==> src/rtl/id_stage_pipelined.sv <==
// Decode stage: instruction decode, register file read and the ID/EX slot.
// The slot has a valid/ready handshake on both sides. Instructions that fail
// their condition still occupy the slot but carry no side effects.

// Condition field evaluation against NZCV (status[3]=N, [2]=Z, [1]=C, [0]=V).
module id_cond_check (
  input  logic [3:0] i_status,
  input  logic [3:0] i_cond,
  output logic       o_pass
);
  logic w_n, w_z, w_c, w_v;
  assign {w_n, w_z, w_c, w_v} = i_status;

  // Standard condition mnemonics; 1110 and 1111 always pass.
  always_comb begin
    o_pass = 1'b0;
    case (i_cond)
      4'b0000: o_pass = w_z;
      4'b0001: o_pass = !w_z;
      4'b0010: o_pass = w_c;
      4'b0011: o_pass = !w_c;
      4'b0100: o_pass = w_n;
      4'b0101: o_pass = !w_n;
      4'b0110: o_pass = w_v;
      4'b0111: o_pass = !w_v;
      4'b1000: o_pass = w_c && !w_z;
      4'b1001: o_pass = !w_c || w_z;
      4'b1010: o_pass = (w_n == w_v);
      4'b1011: o_pass = (w_n != w_v);
      4'b1100: o_pass = !w_z && (w_n == w_v);
      4'b1101: o_pass = w_z || (w_n != w_v);
      default: o_pass = 1'b1;
    endcase
  end
endmodule

// Main decoder: mode 00 data processing, 01 load/store (S=1 load), 10 branch.
module id_controller (
  input  logic [1:0] i_mode,
  input  logic [3:0] i_opcode,
  input  logic       i_s,
  output logic [3:0] o_alu_cmd,
  output logic       o_mem_read,
  output logic       o_mem_write,
  output logic       o_wb_en,
  output logic       o_branch,
  output logic       o_s_update
);
  // Unknown opcodes and mode 11 decode to a no-op with every control low.
  always_comb begin
    o_alu_cmd   = 4'd0;
    o_mem_read  = 1'b0;
    o_mem_write = 1'b0;
    o_wb_en     = 1'b0;
    o_branch    = 1'b0;
    o_s_update  = 1'b0;
    case (i_mode)
      2'b00: begin
        o_s_update = i_s;
        o_wb_en    = 1'b1;
        case (i_opcode)
          4'b1101: o_alu_cmd = 4'd1;  // MOV
          4'b1111: o_alu_cmd = 4'd9;  // MVN
          4'b0100: o_alu_cmd = 4'd2;  // ADD
          4'b0101: o_alu_cmd = 4'd3;  // ADC
          4'b0010: o_alu_cmd = 4'd4;  // SUB
          4'b0110: o_alu_cmd = 4'd5;  // SBC
          4'b0000: o_alu_cmd = 4'd6;  // AND
          4'b1100: o_alu_cmd = 4'd7;  // ORR
          4'b0001: o_alu_cmd = 4'd8;  // EOR
          4'b1010: begin o_alu_cmd = 4'd4; o_wb_en = 1'b0; end  // CMP
          4'b1000: begin o_alu_cmd = 4'd6; o_wb_en = 1'b0; end  // TST
          default: begin o_wb_en = 1'b0; o_s_update = 1'b0; end
        endcase
      end
      2'b01: begin
        o_alu_cmd = 4'd2;
        if (i_s) begin
          o_mem_read = 1'b1;
          o_wb_en    = 1'b1;
        end else begin
          o_mem_write = 1'b1;
        end
      end
      2'b10:   o_branch = 1'b1;
      default: ;
    endcase
  end
endmodule

module id_stage_pipelined #(
  parameter int DATA_W    = 32,
  parameter int NUM_REGS  = 16,
  parameter int WB_BYPASS = 1,
  parameter int CNT_W     = 16
) (
  input  logic              clk,
  input  logic              rst,
  input  logic              in_valid,
  output logic              in_ready,
  input  logic [31:0]       inst,
  input  logic [3:0]        status,
  input  logic              hazard,
  input  logic              flush,
  input  logic              wb_en,
  input  logic [3:0]        wb_dest,
  input  logic [DATA_W-1:0] wb_value,
  output logic              out_valid,
  input  logic              out_ready,
  output logic [3:0]        alu_cmd,
  output logic              mem_read,
  output logic              mem_write,
  output logic              wb_en_out,
  output logic              branch,
  output logic              s_update,
  output logic              imm,
  output logic              two_src,
  output logic [3:0]        src1,
  output logic [3:0]        src2,
  output logic [3:0]        dest,
  output logic [DATA_W-1:0] val1,
  output logic [DATA_W-1:0] val2,
  output logic [11:0]       shift_operand,
  output logic [23:0]       simm24,
  output logic [CNT_W-1:0]  kill_count
);
  logic [3:0]        w_alu_cmd;
  logic              w_mem_read, w_mem_write, w_wb_en, w_branch, w_s_update;
  logic              w_cond_ok, w_advance, w_accept, w_wb_ok;
  logic [3:0]        w_src1, w_src2;
  logic [DATA_W-1:0] w_rd1, w_rd2;
  logic [DATA_W-1:0] r_regs [NUM_REGS];

  logic              r_valid, r_mem_read, r_mem_write, r_wb_en, r_branch, r_s_update, r_imm;
  logic [3:0]        r_alu_cmd, r_src1, r_src2, r_dest;
  logic [DATA_W-1:0] r_val1, r_val2;
  logic [11:0]       r_shift;
  logic [23:0]       r_simm24;
  logic [CNT_W-1:0]  r_kill;

  id_controller u_ctrl (
    .i_mode      (inst[27:26]),
    .i_opcode    (inst[24:21]),
    .i_s         (inst[20]),
    .o_alu_cmd   (w_alu_cmd),
    .o_mem_read  (w_mem_read),
    .o_mem_write (w_mem_write),
    .o_wb_en     (w_wb_en),
    .o_branch    (w_branch),
    .o_s_update  (w_s_update)
  );

  id_cond_check u_cond (
    .i_status (status),
    .i_cond   (inst[31:28]),
    .o_pass   (w_cond_ok)
  );

  // Stores read Rd as their second operand (the data to store).
  assign w_src1    = inst[19:16];
  assign w_src2    = w_mem_write ? inst[15:12] : inst[3:0];
  assign two_src   = !inst[25] || w_mem_write;
  assign w_advance = !r_valid || out_ready;
  assign in_ready  = w_advance && !hazard && !flush;
  assign w_accept  = in_valid && in_ready;
  // Widened compare keeps the range check meaningful when NUM_REGS is 16.
  assign w_wb_ok   = wb_en && ({1'b0, wb_dest} < 5'(NUM_REGS));

  // Register file write; unimplemented addresses are silently dropped.
  always_ff @(posedge clk or negedge rst) begin
    if (!rst) begin
      for (int k = 0; k < NUM_REGS; k++) r_regs[k] <= '0;
    end else if (w_wb_ok) begin
      for (int k = 0; k < NUM_REGS; k++)
        if (wb_dest == 4'(k)) r_regs[k] <= wb_value;
    end
  end

  // Combinational read ports with optional same-cycle write-back forwarding.
  always_comb begin
    w_rd1 = '0;
    w_rd2 = '0;
    for (int k = 0; k < NUM_REGS; k++) begin
      if (w_src1 == 4'(k)) w_rd1 = r_regs[k];
      if (w_src2 == 4'(k)) w_rd2 = r_regs[k];
    end
    if (WB_BYPASS != 0 && w_wb_ok) begin
      if (wb_dest == w_src1) w_rd1 = wb_value;
      if (wb_dest == w_src2) w_rd2 = wb_value;
    end
  end

  // ID/EX slot: flush beats stall, stall holds everything, else load or bubble.
  always_ff @(posedge clk or negedge rst) begin
    if (!rst) begin
      r_valid     <= 1'b0;
      r_alu_cmd   <= '0;
      r_mem_read  <= 1'b0;
      r_mem_write <= 1'b0;
      r_wb_en     <= 1'b0;
      r_branch    <= 1'b0;
      r_s_update  <= 1'b0;
      r_imm       <= 1'b0;
      r_src1      <= '0;
      r_src2      <= '0;
      r_dest      <= '0;
      r_val1      <= '0;
      r_val2      <= '0;
      r_shift     <= '0;
      r_simm24    <= '0;
      r_kill      <= '0;
    end else if (flush) begin
      r_valid <= 1'b0;
    end else if (!w_advance) begin
      r_valid <= r_valid;
    end else if (w_accept) begin
      r_valid     <= 1'b1;
      r_alu_cmd   <= w_cond_ok ? w_alu_cmd   : 4'd0;
      r_mem_read  <= w_cond_ok && w_mem_read;
      r_mem_write <= w_cond_ok && w_mem_write;
      r_wb_en     <= w_cond_ok && w_wb_en;
      r_branch    <= w_cond_ok && w_branch;
      r_s_update  <= w_cond_ok && w_s_update;
      r_imm       <= inst[25];
      r_src1      <= w_src1;
      r_src2      <= w_src2;
      r_dest      <= inst[15:12];
      r_val1      <= w_rd1;
      r_val2      <= w_rd2;
      r_shift     <= inst[11:0];
      r_simm24    <= inst[23:0];
      if (!w_cond_ok && r_kill != '1) r_kill <= r_kill + 1'b1;
    end else begin
      r_valid     <= 1'b0;
      r_alu_cmd   <= '0;
      r_mem_read  <= 1'b0;
      r_mem_write <= 1'b0;
      r_wb_en     <= 1'b0;
      r_branch    <= 1'b0;
      r_s_update  <= 1'b0;
    end
  end

  assign out_valid     = r_valid;
  assign alu_cmd       = r_alu_cmd;
  assign mem_read      = r_mem_read;
  assign mem_write     = r_mem_write;
  assign wb_en_out     = r_wb_en;
  assign branch        = r_branch;
  assign s_update      = r_s_update;
  assign imm           = r_imm;
  assign src1          = r_src1;
  assign src2          = r_src2;
  assign dest          = r_dest;
  assign val1          = r_val1;
  assign val2          = r_val2;
  assign shift_operand = r_shift;
  assign simm24        = r_simm24;
  assign kill_count    = r_kill;
endmodule

==> config.mk <==
export PLATFORM = sky130hd
export DESIGN_NAME = id_stage_pipelined
export DESIGN_NICKNAME = d
export VERILOG_FILES = /design/src/rtl/id_stage_pipelined.sv
export SDC_FILE = /design/constraint.sdc
export NUM_CORES = 1
export LEC_CHECK = 0
export ABC_AREA = 0
export CAP_MARGIN = 5
export CORE_MARGIN = 2
export CORE_UTILIZATION = 35
export CTS_BUF_LIST = sky130_fd_sc_hd__clkbuf_2
export DETAILED_ROUTE_END_ITERATION = 8
export SYNTH_ARGS = -nofsm -noshare
export SYNTH_HDL_FRONTEND = slang
export SYNTH_SLANG_ARGS = --single-unit
==> constraint.sdc <==
create_clock -name clk -period 2.21 [get_ports clk]
set_input_delay 0.442 -clock clk [delete_from_list [all_inputs] [get_ports clk]]
set_output_delay 0.442 -clock clk [all_outputs]
set_load 0.02 [all_outputs]
; ---- Yosys cells after proc, flatten, opt, wreduce, memory -nomap -nowiden
; Cells that the tools add are included.
[word_totals]
reg_bits = 651
in_bits = 79
out_inout_bits = 141
elab_cells = 222
[op_classes]
add_sub_neg = 1
n_eq_ne = 75
muxes = 59
n_bitwise = 1
reduce_logical = 54
[op_table]
columns = operator, count
row1 = two-way mux 32 bit, 36
row2 = == test 4 bit (second input constant), 35
row3 = == test 4 x 3 -> 1 bit (second input constant), 19
row4 = == test 4 x 2 -> 1 bit (second input constant), 9
row5 = case mux 4 bit (9 select lines), 1
row6 = AND reduction 2 bit, 17
row7 = == test 4 x 1 -> 1 bit (second input constant), 5
row8 = zero test 4 bit, 5
row9 = adder 16 x 1 -> 16 bit (second input constant), 1
row10 = two-way mux 1 bit, 16
row11 = != test 16 bit (second input constant), 1
row12 = case mux 1 bit (14 select lines), 1
row13 = two-way mux 4 bit, 3
row14 = logical AND 1 bit, 11
row15 = OR reduction 11 bit, 1
row16 = zero test 1 bit, 9
row17 = OR reduction 9 bit, 1
row18 = == test 4 bit, 2
row19 = case mux 4 bit (2 select lines), 1
row20 = logical OR 1 bit, 4
row21 = AND reduction 4 bit, 1
row22 = OR reduction 2 bit, 2
row23 = AND reduction 3 bit, 1
row24 = == test 2 x 1 -> 1 bit (second input constant), 1
row25 = other kinds (7), 7

; ---- Longest topological paths before layout
; Gate-level depths: netlist of run 1.
[depth]
word_depth = 22
depth_mapped = 11

; ---- By module
; A second synthesis of run 1 with hierarchy kept.
[unflattened]
hier_cells = 3470
hier_area_um2 = 35481.5
[modules_own_cells]
columns = mod, n_inst, cells_per_inst, area_each_um2, seq_area_each_um2
row1 = id_stage_pipelined, 1, 3418, 35122.4, 15790.1
row2 = id_controller, 1, 29, 193.9, 0.0
row3 = id_cond_check, 1, 23, 165.2, 0.0

; ---- Least setup slack after synthesis of run 1
; No wires, ideal clock.
[synth_timing]
path_kind = input to register
startpoint = input inst[27]
endpoint = register r_val2[5], in the netlist val2[5]
setup_ns = 0.090
arrival_time_ns = 2.559
setup_slack_ns = -0.439
cell_stages = 10
path_buffers = 4
cell_sequence = or3b_1 > buf_2 > buf_6 > buf_6 > mux2_2 > clkbuf_1 > o221ai_1 > a2111oi_0 > o21ai_1 > o221ai_1
[synth_between]
elab_chain_len = 22
word_cells_on_any_way = 38
cone_classes = eq/ne: 17 / mux: 20 / reduce/logical: 1
[synth_lines]
columns = item, line
row1 = from (decl), 101  ; input logic [31:0] inst,
row2 = == test 2 x 1 -> 1 bit *, 57  ; case (i_mode)
row3 = two-way mux 1 bit *, 57
row4 = two-way mux 4 bit *, 161  ; assign w_src2 = w_mem_write ? inst[15:12] : inst[3:0];
row5 = zero test 4 bit, 185  ; if (w_src2 == 4'(k)) w_rd2 = r_regs[k];
row6 = two-way mux 32 bit (16 in series), 185
row7 = two-way mux 32 bit, 189  ; if (wb_dest == w_src2) w_rd2 = wb_value;
row8 = two-way mux 32 bit *, 187  ; if (WB_BYPASS != 0 && w_wb_ok) begin
row9 = to (signal assigned), 229  ; r_val2 <= w_rd2;
row10 = to (decl), 136  ; logic [DATA_W-1:0] r_val1, r_val2;
; Every way passes the cells marked *; elsewhere a longest branch is shown, timed or not.
; A chain may end at the register's enable or synchronous reset.

; ---- Final worst setup path of run 1
[layout_timing]
startpoint = register r_valid, in the netlist out_valid
endpoint = output in_ready
[layout_between]
elab_chain_len = 4
[layout_lines]
columns = item, line
row1 = from (decl), 134  ; logic r_valid, r_mem_read, r_mem_write, r_wb_en, r_branch, r_s_update, r_imm;
row2 = from (signal assigned), 215  ; r_valid <= r_valid;
row3 = zero test 1 bit, 163  ; assign w_advance = !r_valid || out_ready;
row4 = logical OR 1 bit, 163
row5 = logical AND 1 bit (2 in series), 164  ; assign in_ready = w_advance && !hazard && !flush;
row6 = to (decl), 100  ; output logic in_ready,
; No other way between the ends.

==> results of run 1 <==
[what timing repair did]
| action | 4_1_cts | 5_1_grt |
|---|---|---|
| gates resized for setup | 857 | 107 |
| hold buffers | 76 | 0 |
| pin swaps | 10 | 17 |
| hold endpoints to repair | 1171 | 0 |
| setup buffers | 87 | 35 |
| cloned | 2 | 1 |
| endpoints found under the setup margin | 142 | 259 |
[state kept, by name, summed over array words and instances (netlist names), 3 cells and up]
signal         count
val1              32
src1               3
val2              32
dest               3
r_regs           512
alu_cmd            4
src2               4
simm24             7
shift_operand     11
kill_count        16
[worst max-delay path: stages (launching register included)]
cell and delay, ns:
dfrtp_1 0.39, nand2b_1 0.12, nand2b_1 0.10, buf_6 0.13, nor2_4 0.10, buf_6 0.13
[final cells by class]
cell class	instances	area (sq um)
clock inverter	62	324.1
inverter	29	108.9
sequential	631	15800
antenna	5	12.51
fill	8976	50460
multi-input combinational	2205	17190
timing repair buffer	1006	9614
tap	1276	1597
clock buffer	234	1171
[cell usage in the layout, fill, tap and decap left out, drive strengths merged, types with 73 or more instances in the layout]
cell type	n
o21ai	183
dfrtp	631
nor2	154
nand2	256
o22ai	75
clkdlybuf4s50	73
dlygate4sd3	75
a21oi	189
clkbuf	234
buf	855
mux2i	75
mux2	547
[worst max-delay path by stage]
stage / endpoint / slack, ns / cells past startpoint
after floorplan: val2[6] / -0.39 / 11
after global placement: val2[10] / -1.53 / 11
after detailed placement: val2[10] / -1.55 / 11
after CTS: in_ready / -0.68 / 5
after global routing: in_ready / -0.74 / 5
final: in_ready / -0.60 / 5
[power groups by stage]
stage | Sequential, mW | Clock (mW) | Combinational (mW)
2_1_floorplan | 16.2 | 0 | 4.75
3_3_place_gp | 16.7 | 0 | 8.81
3_5_place_dp | 16.7 | 0 | 8.94
4_1_cts | 16.6 | 8.56 | 9.49
5_1_grt | 16.9 | 9.13 | 10.5
6_report | 16.7 | 8.33 | 9.92
[through the flow]
| stage | instances | TNS (ns) |
|---|---|---|
| floorplan | 3181 | -10.95 |
| CTS | 5415 | -66.36 |
| finish | 5448 | -47.52 |
| detailed placement | 4956 | -165.66 |
| global placement | 4956 | -165.07 |
| global route | 5448 | -69.33 |
[per-layer routing]
layer / wire [microns] / up-vias / part of all wire / track usage
met4: 6986 / 0 / 0.048 / 0.1327
met5: 0 / - / 0 / 0
li1: - / 13790 / - / -
met3: 14600 / 406 / 0.10 / 0.06710
met2: 65210 / 1947 / 0.44 / 0.4400
met1: 59770 / 16150 / 0.41 / 0.3907
[cells by family (layout without fill, tap and decap cells)]
kind of cell / after synthesis / after routing / share of synthesized area
buf+inv: 346 / 1331 / 0.04298
flops: 631 / 631 / 0.4668
simple gates: 675 / 676 / 0.09588
xor+xnor: 24 / 24 / 0.006215
other cells: 0 / 5 / 0
mux: 633 / 633 / 0.2129
compound gates: 871 / 871 / 0.1748
fa+ha+maj: 1 / 1 / 0.0003699
==> results.md, run 1 <==
* Library cells used by synthesis at 82
* Antenna violations before repair at 8
* Drt initial violations at 3,856
* # setup viols final at 204
* Synth Cell Area at 33,820 sq um
* R2R Setup Slk at -0.45 ns
* Sequential cell area fraction in the yosys report at 0.4668
* Vias per cell at 5.929
* Hold path startpoint: out_ready
* Worst Reg-to-Reg Cells at 15
* Avg Cell Area, Syn at 10.63 sq um
* Placeable core area at 96,280 sq um
* I/O Buffers at 219
* Area delta synth->final at 35.46%
* # DRC at 0
* Logic gate share of total power at 0.283
* Avg WL per Cell at 26.90 microns
* Register share of total power at 0.478
* Power Dens Cells at 763.7 nW/um^2
* First-pass GRT wire length at 212,900 microns
* Yosys top cell area share at 0.4668
* Synth Register Bits at 631
* Asr flop ratio synth at 1.000
* Final worst slack at -0.6022 ns
* CTS root buffer: clkbuf_2
* Row count at 114
* Die X at 314.9 microns
* Achievable frequency at 355.6 MHz
* CP arrival at 2.37 ns
* DRT Pass-1 Iters at 8
* Ratio of cells with drive above 1 in the final layout at 0.4300
* Final max-slew violation count at 0
* Top cells by instance count after synthesis: dfrtp_1 (631), mux2_2 (545), nand2_1 (256), clkbuf_1 (213), a21oi_1 (189)
* Via count at 32,300
* Final Skew at 0.08096 ns
* Critical setup path kind: flip-flop to output pin
* Vias in the first global route at 31,460
* Routed Antenna Nets at 0
* Leak pwr at 20.28 nW
* Worst-margin pin slew at 1.334 ns
* Hold crit path type: primary input to flip-flop
* Nets@finish at 4,118
* Final hold vios at 0
* Startpoint types: flip-flop
* Final wirelength at 146,600 microns
* Slew headroom at 0.1052
* Dpl ws at -1.551 ns
* Tmin final at 2.812 ns
* Clock Sinks at 631
* Sw power at 12.53 mW
* Reg2reg end: kill_count[10]
* Pint at 22.46 mW
* Worst hold slack at 0.04928 ns
* Largest net degree at the start of global routing at 79
* Global Route Usage Sum at 0.2893
* Post-synth top flop: dfrtp_1
* H-tree depth at 4
* Final Wtd Congestion at 0.9724
* YS warnings at 0
* CTS buffer count at 165
* Util after Layout at 0.4759
* Io pins at 220
* Failing checks: setup timing
* Cell area after layout at 45,820 sq um
* Cell taking the most area after synthesis: dfrtp_1
* Cell with the most instances after synthesis: dfrtp_1
* Maximum fanout along the worst path at 2
* Worst setup path start: out_valid
* Clock Power Share at 0.238
* Endpoint, Worst Hold: out_valid
* Clock transition at path regs at 0.09 ns
* Clock Latency Late Sink at 1.42 ns
* Critical Path End Type: output pin
* Syn Nets at 3,261
* Height of the die at 314.9 microns
* Status: finished with violations
* Worst Path Required at 1.77 ns
* Die Area at 99,140 sq um
* Max-Cap Viols at 0
* CTS tree: done
* Initial core utilization at 0.3513
* RR Startpoint: out_valid
* Switch share at 0.3581
* Tot Pwr at 34.99 mW
* Peak supply drop at 325.2 uV
* Total gr overflow at 0
* Area post-placement at 41,900 sq um
* Post-synth EDFFs at 0
* Detailed Place HPWL at 104,800 microns
* RSZ-0062 raised after global routing: yes
* Final cycle utilization of the critical path at 1.272
* Most area-consuming cells after synthesis: dfrtp_1 (47%), mux2_2 (18%), nand2_1 (2.8%)
* Clk buf depth at 3
* Post-Syn Instances at 3,181
* Hold Path Cell Cnt at 6
Note: power is estimated with default switching activity, not from simulation.
==> inputs of run 2 (changes only) <==
Settings changed: ABC_AREA 0 to unset.
==> results of run 2 <==
The final DEF is identical to that of run 1; final timing and power are the same.
